$ cat src/rtl/instruction_loader.sv
// Purpose: UART (8N1) boot loader; packs received bytes little-endian into words and writes instruction memory.
// Latency: a word write strobes the cycle after the byte that completes it; release follows the final write by one cycle.
// Backpressure: none; the UART cannot be stalled, so each byte is consumed in its valid cycle.
// Optional feature: define LOADER_CHECKSUM_EN to expect a trailing mod-256 payload checksum byte.
module instruction_loader #(
    parameter int CLK_FREQ_HZ = 100_000_000,
    parameter int BAUD_RATE   = 115_200,
    parameter int MEM_BYTES   = 4096
) (
    input  logic        clk,
    input  logic        rst,
    input  logic        uart_rx,
    output logic [31:0] byte_address,
    output logic        write_enable,
    output logic [31:0] write_data,
    output logic        load_active,
    output logic        load_done,
    output logic        frame_error
);

    localparam int CLKS_PER_BIT = CLK_FREQ_HZ / BAUD_RATE;
    localparam int CNT_W        = $clog2(CLKS_PER_BIT);
    localparam logic [CNT_W-1:0] BIT_LAST  = CNT_W'(CLKS_PER_BIT - 1);
    localparam logic [CNT_W-1:0] HALF_LAST = CNT_W'(CLKS_PER_BIT / 2 - 1);
    localparam logic [31:0]      MEM_LIMIT = 32'(MEM_BYTES);

    typedef enum logic [1:0] {RX_IDLE, RX_START, RX_DATA, RX_STOP} rx_state_t;

    typedef enum logic [2:0] {
        LD_HEADER,
        LD_PAYLOAD,
        LD_FINISH,
`ifdef LOADER_CHECKSUM_EN
        LD_CHECK,
`endif
        LD_DONE
    } ld_state_t;

    // ---------------- line synchronizer ----------------
    logic rx_meta, rx_sync;

    // Two-flop synchronizer; resets to the idle (high) line level.
    always_ff @(posedge clk or posedge rst) begin
        if (rst) begin
            rx_meta <= 1'b1;
            rx_sync <= 1'b1;
        end else begin
            rx_meta <= uart_rx;
            rx_sync <= rx_meta;
        end
    end

    // ---------------- UART receiver ----------------
    rx_state_t        rx_state, rx_state_nxt;
    logic [CNT_W-1:0] rx_cnt, rx_cnt_nxt;
    logic [2:0]       rx_bit, rx_bit_nxt;
    logic [7:0]       rx_shift, rx_shift_nxt;
    logic             byte_vld, byte_vld_nxt;
    logic             stop_err;

    // Receiver state and datapath registers.
    always_ff @(posedge clk or posedge rst) begin
        if (rst) begin
            rx_state <= RX_IDLE;
            rx_cnt   <= '0;
            rx_bit   <= '0;
            rx_shift <= '0;
            byte_vld <= 1'b0;
        end else begin
            rx_state <= rx_state_nxt;
            rx_cnt   <= rx_cnt_nxt;
            rx_bit   <= rx_bit_nxt;
            rx_shift <= rx_shift_nxt;
            byte_vld <= byte_vld_nxt;
        end
    end

    // Receiver next state: mid-bit sampling driven by a per-bit clock counter.
    always_comb begin
        rx_state_nxt = rx_state;
        rx_cnt_nxt   = rx_cnt + 1'b1;
        rx_bit_nxt   = rx_bit;
        rx_shift_nxt = rx_shift;
        byte_vld_nxt = 1'b0;
        stop_err     = 1'b0;
        case (rx_state)
            RX_IDLE: begin
                rx_cnt_nxt = '0;
                if (!rx_sync) rx_state_nxt = RX_START;
            end
            RX_START: begin
                if (rx_cnt == HALF_LAST) begin
                    rx_cnt_nxt   = '0;
                    rx_bit_nxt   = '0;
                    // A line already back high was only a glitch.
                    rx_state_nxt = rx_sync ? RX_IDLE : RX_DATA;
                end
            end
            RX_DATA: begin
                if (rx_cnt == BIT_LAST) begin
                    rx_cnt_nxt   = '0;
                    rx_shift_nxt = {rx_sync, rx_shift[7:1]};
                    rx_bit_nxt   = rx_bit + 3'd1;
                    if (rx_bit == 3'd7) rx_state_nxt = RX_STOP;
                end
            end
            RX_STOP: begin
                if (rx_cnt == BIT_LAST) begin
                    rx_cnt_nxt   = '0;
                    rx_state_nxt = RX_IDLE;
                    if (rx_sync) byte_vld_nxt = 1'b1;
                    else         stop_err     = 1'b1;
                end
            end
            default: rx_state_nxt = RX_IDLE;
        endcase
    end

    // ---------------- loader ----------------
    ld_state_t   ld_state, ld_state_nxt;
    logic [1:0]  hdr_cnt, hdr_cnt_nxt;
    logic [31:0] len, len_nxt;
    logic [31:0] count, count_nxt;
    logic [31:0] word_buf, buf_nxt;
    logic [31:0] merged;
    logic        last_byte;
    logic        we_nxt;
    logic [31:0] wdata_nxt, waddr_nxt;
    logic        chk_err;
`ifdef LOADER_CHECKSUM_EN
    logic [7:0]  sum, sum_nxt;

    // Running payload checksum.
    always_ff @(posedge clk or posedge rst) begin
        if (rst) sum <= '0;
        else     sum <= sum_nxt;
    end
`endif

    // Loader state, counters and the memory write port.
    always_ff @(posedge clk or posedge rst) begin
        if (rst) begin
            ld_state     <= LD_HEADER;
            hdr_cnt      <= '0;
            len          <= '0;
            count        <= '0;
            word_buf     <= '0;
            write_enable <= 1'b0;
            write_data   <= '0;
            byte_address <= '0;
        end else begin
            ld_state     <= ld_state_nxt;
            hdr_cnt      <= hdr_cnt_nxt;
            len          <= len_nxt;
            count        <= count_nxt;
            word_buf     <= buf_nxt;
            write_enable <= we_nxt;
            write_data   <= wdata_nxt;
            byte_address <= waddr_nxt;
        end
    end

    // Loader next state: header length capture, lane packing, word writes, release.
    always_comb begin
        ld_state_nxt = ld_state;
        hdr_cnt_nxt  = hdr_cnt;
        len_nxt      = len;
        count_nxt    = count;
        buf_nxt      = word_buf;
        we_nxt       = 1'b0;
        wdata_nxt    = write_data;
        waddr_nxt    = byte_address;
        chk_err      = 1'b0;
        merged       = word_buf | (32'(rx_shift) << {count[1:0], 3'b000});
        last_byte    = ((count + 32'd1) == len);
`ifdef LOADER_CHECKSUM_EN
        sum_nxt      = sum;
`endif
        case (ld_state)
            LD_HEADER: begin
                if (byte_vld) begin
                    len_nxt     = {rx_shift, len[31:8]};
                    hdr_cnt_nxt = hdr_cnt + 2'd1;
                    if (hdr_cnt == 2'd3) begin
                        if (len_nxt != 32'd0) ld_state_nxt = LD_PAYLOAD;
`ifdef LOADER_CHECKSUM_EN
                        else                  ld_state_nxt = LD_CHECK;
`else
                        else                  ld_state_nxt = LD_DONE;
`endif
                    end
                end
            end
            LD_PAYLOAD: begin
                if (byte_vld) begin
                    count_nxt = count + 32'd1;
`ifdef LOADER_CHECKSUM_EN
                    sum_nxt   = sum + rx_shift;
`endif
                    if (count[1:0] == 2'd3 || last_byte) begin
                        buf_nxt = '0;
                        // Bytes beyond the memory are consumed but never written.
                        if (count < MEM_LIMIT) begin
                            we_nxt    = 1'b1;
                            wdata_nxt = merged;
                            waddr_nxt = {count[31:2], 2'b00};
                        end
                    end else begin
                        buf_nxt = merged;
                    end
                    if (last_byte) ld_state_nxt = LD_FINISH;
                end
            end
            LD_FINISH: begin
                // Occupied during the final write so release lands one cycle later.
`ifdef LOADER_CHECKSUM_EN
                ld_state_nxt = LD_CHECK;
`else
                ld_state_nxt = LD_DONE;
`endif
            end
`ifdef LOADER_CHECKSUM_EN
            LD_CHECK: begin
                if (byte_vld) begin
                    chk_err      = (rx_shift != sum);
                    ld_state_nxt = LD_DONE;
                end
            end
`endif
            LD_DONE: ;
            default: ld_state_nxt = LD_HEADER;
        endcase
    end

    // Sticky error flag; framing errors after release are ignored with the data.
    always_ff @(posedge clk or posedge rst) begin
        if (rst)                                                 frame_error <= 1'b0;
        else if ((stop_err && ld_state != LD_DONE) || chk_err)   frame_error <= 1'b1;
    end

    assign load_done   = (ld_state == LD_DONE);
    assign load_active = (ld_state != LD_DONE);

endmodule
$ cat config.mk
export PLATFORM = sky130hd
export DESIGN_NAME = instruction_loader
export DESIGN_NICKNAME = d
export VERILOG_FILES = /design/src/rtl/instruction_loader.sv
export SDC_FILE = /design/constraint.sdc
export NUM_CORES = 1
export LEC_CHECK = 0
export BUFFER_PORTS_ARGS = -buffer_cell sky130_fd_sc_hd__buf_2
export CAP_MARGIN = 20
export CORE_MARGIN = 2
export CORE_UTILIZATION = 30
export DETAILED_ROUTE_END_ITERATION = 8
export SYNTH_ARGS = -nofsm -noshare
export SYNTH_HDL_FRONTEND = slang
export SYNTH_SLANG_ARGS = --single-unit
$ cat constraint.sdc
create_clock -name clk -period 7.1 [get_ports clk]
set_input_delay 0.71 -clock clk [delete_from_list [all_inputs] [get_ports clk]]
set_output_delay 0.71 -clock clk [all_outputs]
set_load 0.01 [all_outputs]
==> metrics.md, run 1 <==
| Metric | Value |
|---|---|
| Outcome | complete, no violations |
| Worst slew pin tran | 0.8357 ns |
| Critical path arrival | 4.81 ns |
| Post-Route WL | 20230 µm |
| Most frequent cells in the layout | dfrtp_1, a21oi_1, buf_2 |
| Ant diodes | 0 |
| Share of the synthesized area in the top cell type | 52.01% |
| Worst path slowest cell | buf_4 |
| Placed cell count | 1236 |
| Dpl ws | 2.667 ns |
| Met1 Usage GRT | 19.10% |
| Grt met2 use | 20.43% |
| Worst hold path type | flip-flop to flip-flop |
| Min Tclk post-route | 4.483 ns |
| Achievable Freq | 0.2231 GHz |
| Share of cells above drive strength 1 | 19.66% |
| H-Tree Depth | 4 |
| Peak VDD IR | 131.0 µV |
| Busiest grt layer | met2 |
| First-pass GRT wire length | 33200 µm |
| Fillers | 2995 |
| Share of synthesized registers carrying an async set or reset | 100.0% |
| Clock transition at path regs | 0.08 ns |
| Cell Chain, Critical Path | nand3_1 > nor4_1 > xnor2_1 > o21ai_0 > a2111o_1 > or3_1 > o21ai_4 > buf_4 > mux2_2 |
| Clock sink count | 190 |
| Max Slew Vio Count | 0 |
| Final Worst Setup Slack | 2.618 ns |
| Unrepaired setup endpoints after global routing | false |
| CP endpoint kind | flip-flop |
| Clock Latency Late Sink | 0.44 ns |
| Rel. slew slack | 43.77% |
| Setup CP Type | flip-flop to flip-flop |
| Routed Antenna Nets | 0 |
| Final instance area | 10290 µm² |
| Die height | 177.6 µm |
| Post-DR wirelength/cell | 15.93 µm |
| Setup Buffers After CTS | 0 |
| DRC errors left | 0 |
| Most common cell after layout, fill and taps aside | dfrtp_1 |
| Non-filler cells, final | 1270 |
| Setup violators final | 0 |
| Longest Clk Path Bufs | 2 |
| Die Area | 31550 µm² |
| Setup TNS | 0 ns |
| GRT Total Usage | 13.40% |
| Initial drt markers | 430 |
| Worst-path fanout max | 48 |
| Initial Util | 30.52% |
| DP Area | 9630 µm² |
| Final Hold Fails | 0 |
| Power Density | 204.8 nW/µm² |
| Max-cap violations | 0 |
| Sequential area share after synthesis | 52.59% |
| Post-synth EDFFs | 0 |
| Synth warn | 0 |
| First-pass iteration count of the detailed router | 5 |
| Total CTS buffers | 17 |
| Setup Skew | 0.01659 ns |
| Vias/cell | 4.854 |
| Root buffer cell | clkbuf_16 |
| Post-synthesis cell type count | 60 |
| CORE AREA | 29640 µm² |
| Via count | 6164 |
| Number of I/O pins | 71 |
| Avg Cell Area, Syn | 10.86 µm² |
| Vias in the first global route | 5995 |
| Largest cells by area after synthesis | dfrtp_1, a21oi_1, mux2_2 |
| GR Util met3 | 2.806% |
| Final period utilization | 63.13% |
| Rows | 63 |
| Lkg Pwr | 4.915 nW |
| Initial antenna violation count | 0 |
| Reg2Reg Depth | 9 |
| # hold bufs at CTS | 0 |
| GR Overflow Total | 0 |
| Final net count | 881 |
| Worst Hold Depth | 0 |
| CTS tree | yes |
| Post-CTS sizing | 0 |
| Startpoint type of the worst setup path | flip-flop |
| Largest net degree at the start of global routing | 114 |
| DPL Wire Length | 13730 µm |
| Post-synth top area cell | dfrtp_1 |
| Chip width | 177.6 µm |
| Top_reg_cell synth | dfrtp_1 |
| Port bufs | 68 |
| Area growth from synthesis to layout | 13.75% |
| CP max stage delay | 0.65 ns |
| Post-Synthesis Cells | 833 |
| Gp weighted congestion | 0.8989 |
| Mapped Area | 9045 µm² |
| Register bit total from synthesis | 190 |
| Worst endpoint required time | 7.42 ns |
==> per-layer routing <==
layer	vias up	wire length, µm
met4	0	268
met1	3096	9758
met2	136	9423
met3	16	782
li1	2916	-
met5	-	0
==> registers in the layout, indices dropped and copies added, names as in the netlist, named ones only <==
name,flops
count,32
byte_vld,1
rx_cnt,10
write_enable,1
write_data,32
rx_state,1
frame_error,1
hdr_cnt,2
rx_bit,3
rx_meta,1
byte_address,30
ld_state,2
rx_shift,8
len,32
rx_sync,1
word_buf,32
==> through the flow <==
step	total power (W)	util [%]	hold WS, ns
3_3_place_gp	0.001129	32.49	0.3474
3_5_place_dp	0.001129	32.49	0.3472
4_1_cts	0.002134	34.60	0.3441
5_1_grt	0.002180	34.71	0.3496
6_report	0.002107	34.71	0.3580
2_1_floorplan	0.001121	-	0.3452
==> Yosys cell counts, types with 3 or more instances <==
library cell and instances:
mux2_4 7, nor3b_1 3, nor2b_1 24, o21ai_0 5
and4_1 6, mux2_2 45, buf_2 24, nand3_1 21
a21oi_1 104, clkbuf_1 26, nor4_1 19, buf_4 5
dfrtp_1 188, nand2_1 40, inv_1 47, or3_1 3
buf_6 3, nand4_1 13, o22ai_1 4, ha_1 11
mux2i_1 36, xor2_1 37, a211oi_1 4, nor2_1 37
nor3_1 16, and3_1 8, and2_1 6, xnor2_1 52
==> final timing paths <==
check                                     startpoint                     endpoint  slack [ns]
max in group asynchronous                        rst  byte_address[4]$_DFFE_PP0P_        5.59
worst max-delay path            count[4]$_DFFE_PP0P_  byte_address[9]$_DFFE_PP0P_        2.62
worst max register to register  count[4]$_DFFE_PP0P_  byte_address[9]$_DFFE_PP0P_        2.62
min in group asynchronous                        rst   write_data[14]$_DFFE_PP0P_        0.43
worst min register to register     rx_meta$_DFF_PP1_            rx_sync$_DFF_PP1_        0.36
worst min-delay path               rx_meta$_DFF_PP1_            rx_sync$_DFF_PP1_        0.36
==> cell type report <==
class | instances | area (µm²) | area share, %
Sequential cell | 190 | 4757 | 46.24
Multi-Input combinational cell | 536 | 3824 | 37.16
Tap cell | 390 | 488.0 | 4.743
Clock buffer | 18 | 429.2 | 4.171
Timing Repair Buffer | 75 | 412.9 | 4.013
Clock inverter | 14 | 193.9 | 1.885
Inverter | 47 | 183.9 | 1.788
==> worst max-delay path: cells and delay by family, from the launching register on <==
kind	cells	cell delay, ns
AND/OR/NAND/NOR	3	1.35
AO/OA/AOI/OAI	3	1.20
buffers and inverters	1	0.65
flip-flops	1	0.52
multiplexers	1	0.41
XOR/XNOR	1	0.18
==> where the power goes <==
| group | total (W) | leakage (nW) | internal [W] | switching [W] |
|---|---|---|---|---|
| registers | 0.00108 | 2.63 | 0.00108 | 0.000000466 |
| clock network | 0.00100 | 0.300 | 0.000540 | 0.000460 |
| logic | 0.0000247 | 1.98 | 0.00000266 | 0.0000220 |
==> cells by family after synthesis <==
logic type / count (synthesis) / share of synthesized area, %
buf+inv: 108 / 5.395
xor+xnor: 89 / 8.618
mux: 88 / 10.75
simple gates: 211 / 12.67
fa+ha+maj: 11 / 1.522
compound gates: 135 / 8.411
flops: 190 / 52.59
other cells: 1 / 0.04146
Note: power is estimated with default switching activity, not from simulation.
==> run 2, diff against run 1 <==
--- a/config.mk
+++ b/config.mk
@@ -5,6 +5,7 @@
 export SDC_FILE = /design/constraint.sdc
 export NUM_CORES = 1
 export LEC_CHECK = 0
+export ABC_AREA = 1
 export BUFFER_PORTS_ARGS = -buffer_cell sky130_fd_sc_hd__buf_2
 export CAP_MARGIN = 20
 export CORE_MARGIN = 2
==> constraint.sdc (replaced) <==
create_clock -name clk -period 4 [get_ports clk]
set_input_delay 0.4 -clock clk [delete_from_list [all_inputs] [get_ports clk]]
set_output_delay 0.4 -clock clk [all_outputs]
set_load 0.01 [all_outputs]
==> metrics.md, run 2 <==
| Metric | Value |
|---|---|
| CP endpoint kind | flip-flop |
| Synth warn | 0 (unchanged) |
| FF/Latch Area | 4757 µm² (unchanged) |
| Power share of the sequential group | 50.5% (-0.9 points) |
| Worst hold path type | input port to asynchronous set/reset pin |
| CTS tree | yes |
| Placed cell count | 1652 (+34%) |
| Critical path arrival | 3.85 ns (-0.96 ns) |
| Rel. slew slack | 43.74% (about the same) |
| Setup violators final | 0 (unchanged) |
| Setup CP Type | flip-flop to flip-flop |
| Root buffer cell | clkbuf_16 |
| Cell Chain, Critical Path | ha_1 > nand2_2 > nor2_4 > nand2_2 > nor2_4 > nand2_1 > nand2_1 > nand2_1 > nand2_1 > nand2_1 > nor2_1 > nand2_1 > nor2_1 > nand3_1 > nand2_2 > nand2_2 > buf_4 > nand2_1 > nand2_1 |
| First-pass iteration count of the detailed router | 5 (unchanged) |
| Die height | 181.5 µm (+2.2%) |
| Hold Worst Slack | -0.001528 ns (-0.3595 ns) |
| GR Overflow Total | 0 (unchanged) |
| Top_reg_cell synth | dfrtp_1 |
| Final Hold Fails | 12 (+12) |
| # hold bufs at CTS | 0 (unchanged) |
| Share of the synthesized area in the top cell type | 49.79% (-2.2 points) |
| Routed Antenna Nets | 0 (unchanged) |
| Power Density | 351.0 nW/µm² (+71%) |
| Fillers | 3222 (+7.6%) |
| Longest Clk Path Bufs | 2 (unchanged) |
| H-Tree Depth | 4 (unchanged) |
| Sw frac | 26.09% (+3.2 points) |
| Most common cell after layout, fill and taps aside | nand2_1 |
| Setup Skew | 0.01724 ns (+0.0006450 ns) |
| Final period utilization | 87.81% (+25 points) |
| Chip width | 181.5 µm (+2.2%) |
| Area growth from synthesis to layout | 14.62% |
| Ant diodes | 0 (unchanged) |
| DRC errors left | 0 (unchanged) |
| Most common cell in the netlist | nand2_1 |
| Gp weighted congestion | 0.9105 (+1.3%) |
| DPL Wire Length | 16690 µm (+22%) |
| Clock power share | 48.3% (+0.9 points) |
| Avg Cell Area, Syn | 7.712 µm² (-29%) |
| Initial Util | 30.65% (+0.13 points) |
| Worst-path fanout max | 25 (-48%) |
| Number of I/O pins | 71 (unchanged) |
| Final instance area | 10830 µm² (+5.3%) |
| Non-filler cells, final | 1685 (+33%) |
| Clock transition at path regs | 0.09 ns (about the same) |
| Achievable Freq | 0.2847 GHz (+28%) |
| Crit path top cell by count | nand2_1 |
| GRT Total Usage | 14.81% (+1.4 points) |
| Lkg Pwr | 5.208 nW (+6.0%) |
| Startpoint type of the worst setup path | flip-flop |
| Mapped Area | 9448 µm² (+4.5%) |
| R2R Path Start | count[1]$_DFFE_PP0P_ |
| Largest cells by area after synthesis | dfrtp_1, nand2_1, nand3_1 |
| Largest net degree at the start of global routing | 97 (-15%) |
| Worst path slowest cell | dfrtp_1 |
| Internal | 0.002809 W (+73%) |
| FF-to-FF setup slack | 0.49 ns (-2.13 ns) |
| Most frequent cells in the layout | nand2_1, dfrtp_1, inv_1 |
| First-pass GRT wire length | 39270 µm (+18%) |
| Vias/cell | 4.741 (-2.3%) |
| Total CTS buffers | 17 (unchanged) |
| P_sw | 0.0009918 W (+110%) |
| Setup TNS | 0 ns (unchanged) |
| Vias in the first global route | 7656 (+28%) |
| Outcome | finished with violations |
| Sequential area share after synthesis | 50.35% (-2.2 points) |
| Multi-input combinational cell area | 3916 µm² (+2.4%) |
| Via count | 7989 (+30%) |
| Final net count | 1290 (+46%) |
| Post-synthesis cell type count | 39 (-35%) |
| Post-DR wirelength/cell | 13.85 µm (-13%) |
| Post-Synthesis Cells | 1225 (+47%) |
| Min Tclk post-route | 3.512 ns (-0.9702 ns) |
| DP Area | 10150 µm² (+5.4%) |
| Max-cap violations | 0 (unchanged) |
| Post-synth EDFFs | 0 (unchanged) |
| CORE AREA | 30830 µm² (+4.0%) |
| Max Slew Vio Count | 0 (unchanged) |
| Reg2reg end | write_data[22]$_DFFE_PP0P_ |
| Post-synth top area cell | dfrtp_1 |
| Initial drt markers | 530 (+23%) |
| Synth cell count leaders | nand2_1, dfrtp_1, inv_1 |
| Initial antenna violation count | 0 (unchanged) |
| Clock Latency Late Sink | 0.45 ns (about the same) |
| Worst endpoint required time | 4.34 ns (-3.08 ns) |
| Share of cells above drive strength 1 | 10.47% (-9.2 points) |
| Clock sink count | 190 (unchanged) |
| Die Area | 32930 µm² (+4.4%) |
| Register bit total from synthesis | 190 (unchanged) |
| CP max stage delay | 0.71 ns (+0.06 ns) |
| Port bufs | 68 (unchanged) |
| Combinational Power Share | 1.2% (about the same) |
| Post-Route WL | 23340 µm (+15%) |
| Share of synthesized registers carrying an async set or reset | 100.0% (unchanged) |
| Worst slew pin tran | 0.8408 ns (+0.005075 ns) |
| Peak VDD IR | 319.1 µV (+140%) |
| Reg2Reg Depth | 19 (+10) |
| Rows | 64 (+1.6%) |
| Unrepaired setup endpoints after global routing | false |
| Failing checks | hold timing |
[run 2: stage by stage]
stage	power, W	util [%]	worst slack [ns]
floorplan	0.001991	-	1.153
global placement	0.002007	32.94	0.5431
detailed placement	0.002007	32.94	0.4634
CTS	0.003843	35.05	0.4345
global route	0.003921	35.13	0.07272
finish	0.003801	35.13	0.4877
[run 2: what timing repair did]
action                                 in CTS  in global routing
gates resized for setup                     0                  1
setup endpoints to repair                   0                 21
endpoints found under the hold margin       0                  0
buffers inserted                            0                  0
[run 2: worst max path at each step]
stage | endpoint | from | slack (ns) | cells after the start
floorplan | asynchronous set/reset pin | rst | 1.15 | 1
global placement | byte_address[6]$_DFFE_PP0P_ | count[1]$_DFFE_PP0P_ | 0.54 | 18
detailed placement | byte_address[6]$_DFFE_PP0P_ | count[1]$_DFFE_PP0P_ | 0.46 | 18
CTS | write_data[20]$_DFFE_PP0P_ | count[1]$_DFFE_PP0P_ | 0.43 | 18
global route | write_data[22]$_DFFE_PP0P_ | count[1]$_DFFE_PP0P_ | 0.07 | 19
finish | write_data[22]$_DFFE_PP0P_ | count[1]$_DFFE_PP0P_ | 0.49 | 19
[run 2: metal layers]
| metal | routed length [µm] | vias up | share of wire [%] | track usage, % |
|---|---|---|---|---|
| met4 | 435 | 0 | 1.9 | 5.008 |
| met2 | 10530 | 199 | 45 | 23.37 |
| met3 | 1028 | 27 | 4.4 | 2.587 |
| met5 | 0 | - | 0 | 0 |
| li1 | - | 4024 | - | - |
| met1 | 11350 | 3739 | 49 | 20.56 |
[run 2: layout make-up]
| cell class | count | share of cell area, % |
|---|---|---|
| clock buffer | 17 | 3.928 |
| timing repair buffer | 76 | 4.194 |
| sequential | 190 | 43.93 |
| tap | 396 | 4.575 |
| clock inverter | 15 | 2.080 |
| inverter | 147 | 5.130 |
| multi-input combinational | 844 | 36.16 |
[run 2: worst max-delay path, delay by kind of cell, from the launching register on]
kind          cells  cell delay (ns)
buf+inv           1             0.34
flops             1             0.71
fa+ha+maj         1             0.32
simple gates     17             2.01
[run 2: power groups by stage]
stage | logic (W) | registers (W) | clock network [W]
after detailed placement | 0.0000478 | 0.00196 | 0
after CTS | 0.0000475 | 0.00192 | 0.00187
after global routing | 0.0000529 | 0.00192 | 0.00195
final | 0.0000441 | 0.00192 | 0.00184
after global placement | 0.0000473 | 0.00196 | 0
after floorplan | 0.0000308 | 0.00196 | 0
[run 2: logic make-up (layout without fill, tap and decap cells)]
kind of cell | Yosys count | after routing | share of synthesized area (%)
DFF | 190 | 190 | 50.35
AOI/OAI and AO/OA | 151 | 151 | 8.595
adders and majority gates | 11 | 11 | 1.457
and+or+nand+nor | 666 | 666 | 29.61
muxes | 1 | 1 | 0.1192
buffers and inverters | 192 | 255 | 8.317
xor gates and xnor gates | 13 | 13 | 1.510
other | 1 | 2 | 0.03969
==> run 3, diff against run 2 <==
==> constraint.sdc (replaced) <==
create_clock -name clk -period 4.4 [get_ports clk]
set_input_delay 0.44 -clock clk [delete_from_list [all_inputs] [get_ports clk]]
set_output_delay 0.44 -clock clk [all_outputs]
set_load 0.005 [all_outputs]
==> metrics.md, run 3 (synthesis gave the netlist of run 2 again) <==
| Metric | Value |
|---|---|
| Post-CTS sizing | 0 (unchanged) |
| Peak VDD IR | 283.2 µV (-11%) |
| First-pass GRT wire length | 39760 µm (+1.2%) |
| H-Tree Depth | 4 (unchanged) |
| Final core utilization | 35.00% (-0.13 points) |
| Clock transition at path regs | 0.08 ns (about the same) |
| Final Hold Fails | 0 (-12) |
| Setup Skew | 0.01937 ns (+0.002128 ns) |
| Min-delay src | uart_rx |
| Initial drt markers | 544 (+2.6%) |
| Ant diodes | 0 (unchanged) |
| Clock Latency Late Sink | 0.46 ns (about the same) |
| # hold bufs at CTS | 0 (unchanged) |
| Worst endpoint required time | 4.79 ns (+0.45 ns) |
| Gp weighted congestion | 0.8870 (-2.6%) |
| Lkg Pwr | 5.199 nW (-0.17%) |
| Setup Buffers After CTS | 0 (unchanged) |
| Area growth from synthesis to layout | 14.21% |
| Max-cap violations | 0 (unchanged) |
| Worst Hold Depth | 1 |
| Outcome | complete, no violations |
| R2R Path Start | count[1]$_DFFE_PP0P_ |
| Rel. slew slack | 29.44% (-14 points) |
| Worst hold path type | input port to flip-flop |
| CP endpoint kind | flip-flop |
| Die height | 181.5 µm (unchanged) |
| Reg2reg end | write_data[0]$_DFFE_PP0P_ |
| Sw frac | 25.92% (-0.17 points) |
| Max Slew Vio Count | 0 (unchanged) |
| Number of I/O pins | 71 (unchanged) |
| Internal | 0.002549 W (-9.3%) |
| Setup TNS | 0 ns (unchanged) |
| Share of cells above drive strength 1 | 10.47% (unchanged) |
| Fillers | 3231 (+0.28%) |
| Largest net degree at the start of global routing | 191 (+97%) |
| Power Density | 318.9 nW/µm² (-9.1%) |
| DRC errors left | 0 (unchanged) |
| Worst-path fanout max | 74 (+200%) |
| Unrepaired setup endpoints after global routing | false |
| GRT Total Usage | 14.93% (+0.12 points) |
| Hold Worst Slack | 0.07332 ns (+0.07485 ns) |
| Setup CP Type | flip-flop to flip-flop |
| PnR Total Power | 0.003441 W (-9.5%) |
| FF-to-FF setup slack | 0.73 ns (+0.24 ns) |
| Root buffer cell | clkbuf_16 |
| Clock sink count | 190 (unchanged) |
| Chip width | 181.5 µm (unchanged) |
| GR Overflow Total | 0 (unchanged) |
| Rows | 64 (unchanged) |
| Vias/cell | 4.734 (-0.16%) |
| Power share of the sequential group | 50.8% (+0.3 points) |
| Hold path endpoint | rx_meta$_DFF_PP1_ |
| Die Area | 32930 µm² (unchanged) |
| CTS tree | yes |
| Most common cell after layout, fill and taps aside | nand2_1 |
| Via count | 7976 (-0.16%) |
| DP Area | 10130 µm² (-0.25%) |
| Post-Route WL | 23390 µm (+0.18%) |
| DPL Wire Length | 16510 µm (-1.1%) |
| P_sw | 0.0008920 W (-10%) |
| Longest Clk Path Bufs | 2 (unchanged) |
| Initial Util | 30.65% (unchanged) |
| Vias in the first global route | 7701 (+0.59%) |
| Min Tclk post-route | 3.670 ns (+0.1575 ns) |
| Port bufs | 68 (unchanged) |
| Final net count | 1290 (unchanged) |
| Total CTS buffers | 17 (unchanged) |
| Achievable Freq | 0.2725 GHz (-4.3%) |
| Startpoint type of the worst setup path | flip-flop |
| Setup violators final | 0 (unchanged) |
| Final instance area | 10790 µm² (-0.36%) |
| Reg2Reg Depth | 18 (-1) |
| Post-DR wirelength/cell | 13.88 µm (+0.18%) |
| Combinational Power Share | 1.1% (about the same) |
| Critical path arrival | 4.06 ns (+0.21 ns) |
| Routed Antenna Nets | 0 (unchanged) |
| Final period utilization | 83.41% (-4.4 points) |
| Initial antenna violation count | 0 (unchanged) |
| Clock power share | 48.2% (about the same) |
| First-pass iteration count of the detailed router | 6 (+1) |
| Worst slew pin tran | 1.058 ns (+0.2176 ns) |
| CORE AREA | 30830 µm² (unchanged) |
| Most frequent cells in the layout | nand2_1, dfrtp_1, inv_1 |
-- run 3: cell types whose count changed in the layout (fill, tap and decap cells not counted), sizes merged --
cell	change
inv	+2
clkinv	-2
-- run 3: how the worst max path moves through the flow --
stage                         startpoint                      endpoint  cells after the start
finish              count[1]$_DFFE_PP0P_     write_data[0]$_DFFE_PP0P_                     18
global route        count[1]$_DFFE_PP0P_     write_data[0]$_DFFE_PP0P_                     18
CTS                 count[1]$_DFFE_PP0P_  byte_address[18]$_DFFE_PP0P_                     18
detailed placement  count[1]$_DFFE_PP0P_  byte_address[31]$_DFFE_PP0P_                     18
global placement    count[1]$_DFFE_PP0P_    write_data[23]$_DFFE_PP0P_                     18
floorplan                            rst    asynchronous set/reset pin                      1
-- run 3: layer usage --
layer  wire, µm  share of wire, %  vias to the layer above  GRT usage [%]
met1      11280                48                     3766          20.24
met4        376               1.6                        0          4.650
met2      10660                46                      166          23.80
li1           -                 -                     4014              -
met3       1077               4.6                       30          3.309
met5          0                 0                        -              0
-- run 3: worst max-delay path: stages, from the launching register on --
cell and delay, ns:
dfrtp_1 0.70, ha_1 0.32, nand2_2 0.10, nor2_4 0.24, nand2_2 0.13, nor2_4 0.19
nand2_1 0.09, nand2_1 0.09, nand2_1 0.05, nand2_1 0.08, nand2_1 0.07, nor2_1 0.10
nand2_1 0.06, nor2_1 0.21, nand3_1 0.17, nand2_2 0.10, buf_4 0.55, nand3_1 0.19
nand2_1 0.11
-- run 3: area by class of cell --
type	instances	area (µm²)	share of cell area (%)
clock inverter	15	215.2	1.994
inverter	147	555.5	5.148
multi-input combinational	844	3916	36.29
tap	396	495.5	4.592
timing repair buffer	76	425.4	3.943
clock buffer	17	425.4	3.943
sequential	190	4757	44.09
-- run 3: stage by stage --
stage          setup WS [ns]  std cells
5_1_grt               0.3457       1685
2_1_floorplan          1.513       1226
6_report              0.7301       1685
4_1_cts               0.6915       1684
3_5_place_dp          0.7140       1652
3_3_place_gp          0.7562       1652
-- run 3: power groups by stage --
stage	registers [W]	logic, W	clock network, W
6_report	0.00175	0.0000371	0.00166
4_1_cts	0.00175	0.0000402	0.00169
3_3_place_gp	0.00178	0.0000404	0
3_5_place_dp	0.00178	0.0000402	0
2_1_floorplan	0.00178	0.0000276	0
5_1_grt	0.00175	0.0000456	0.00177
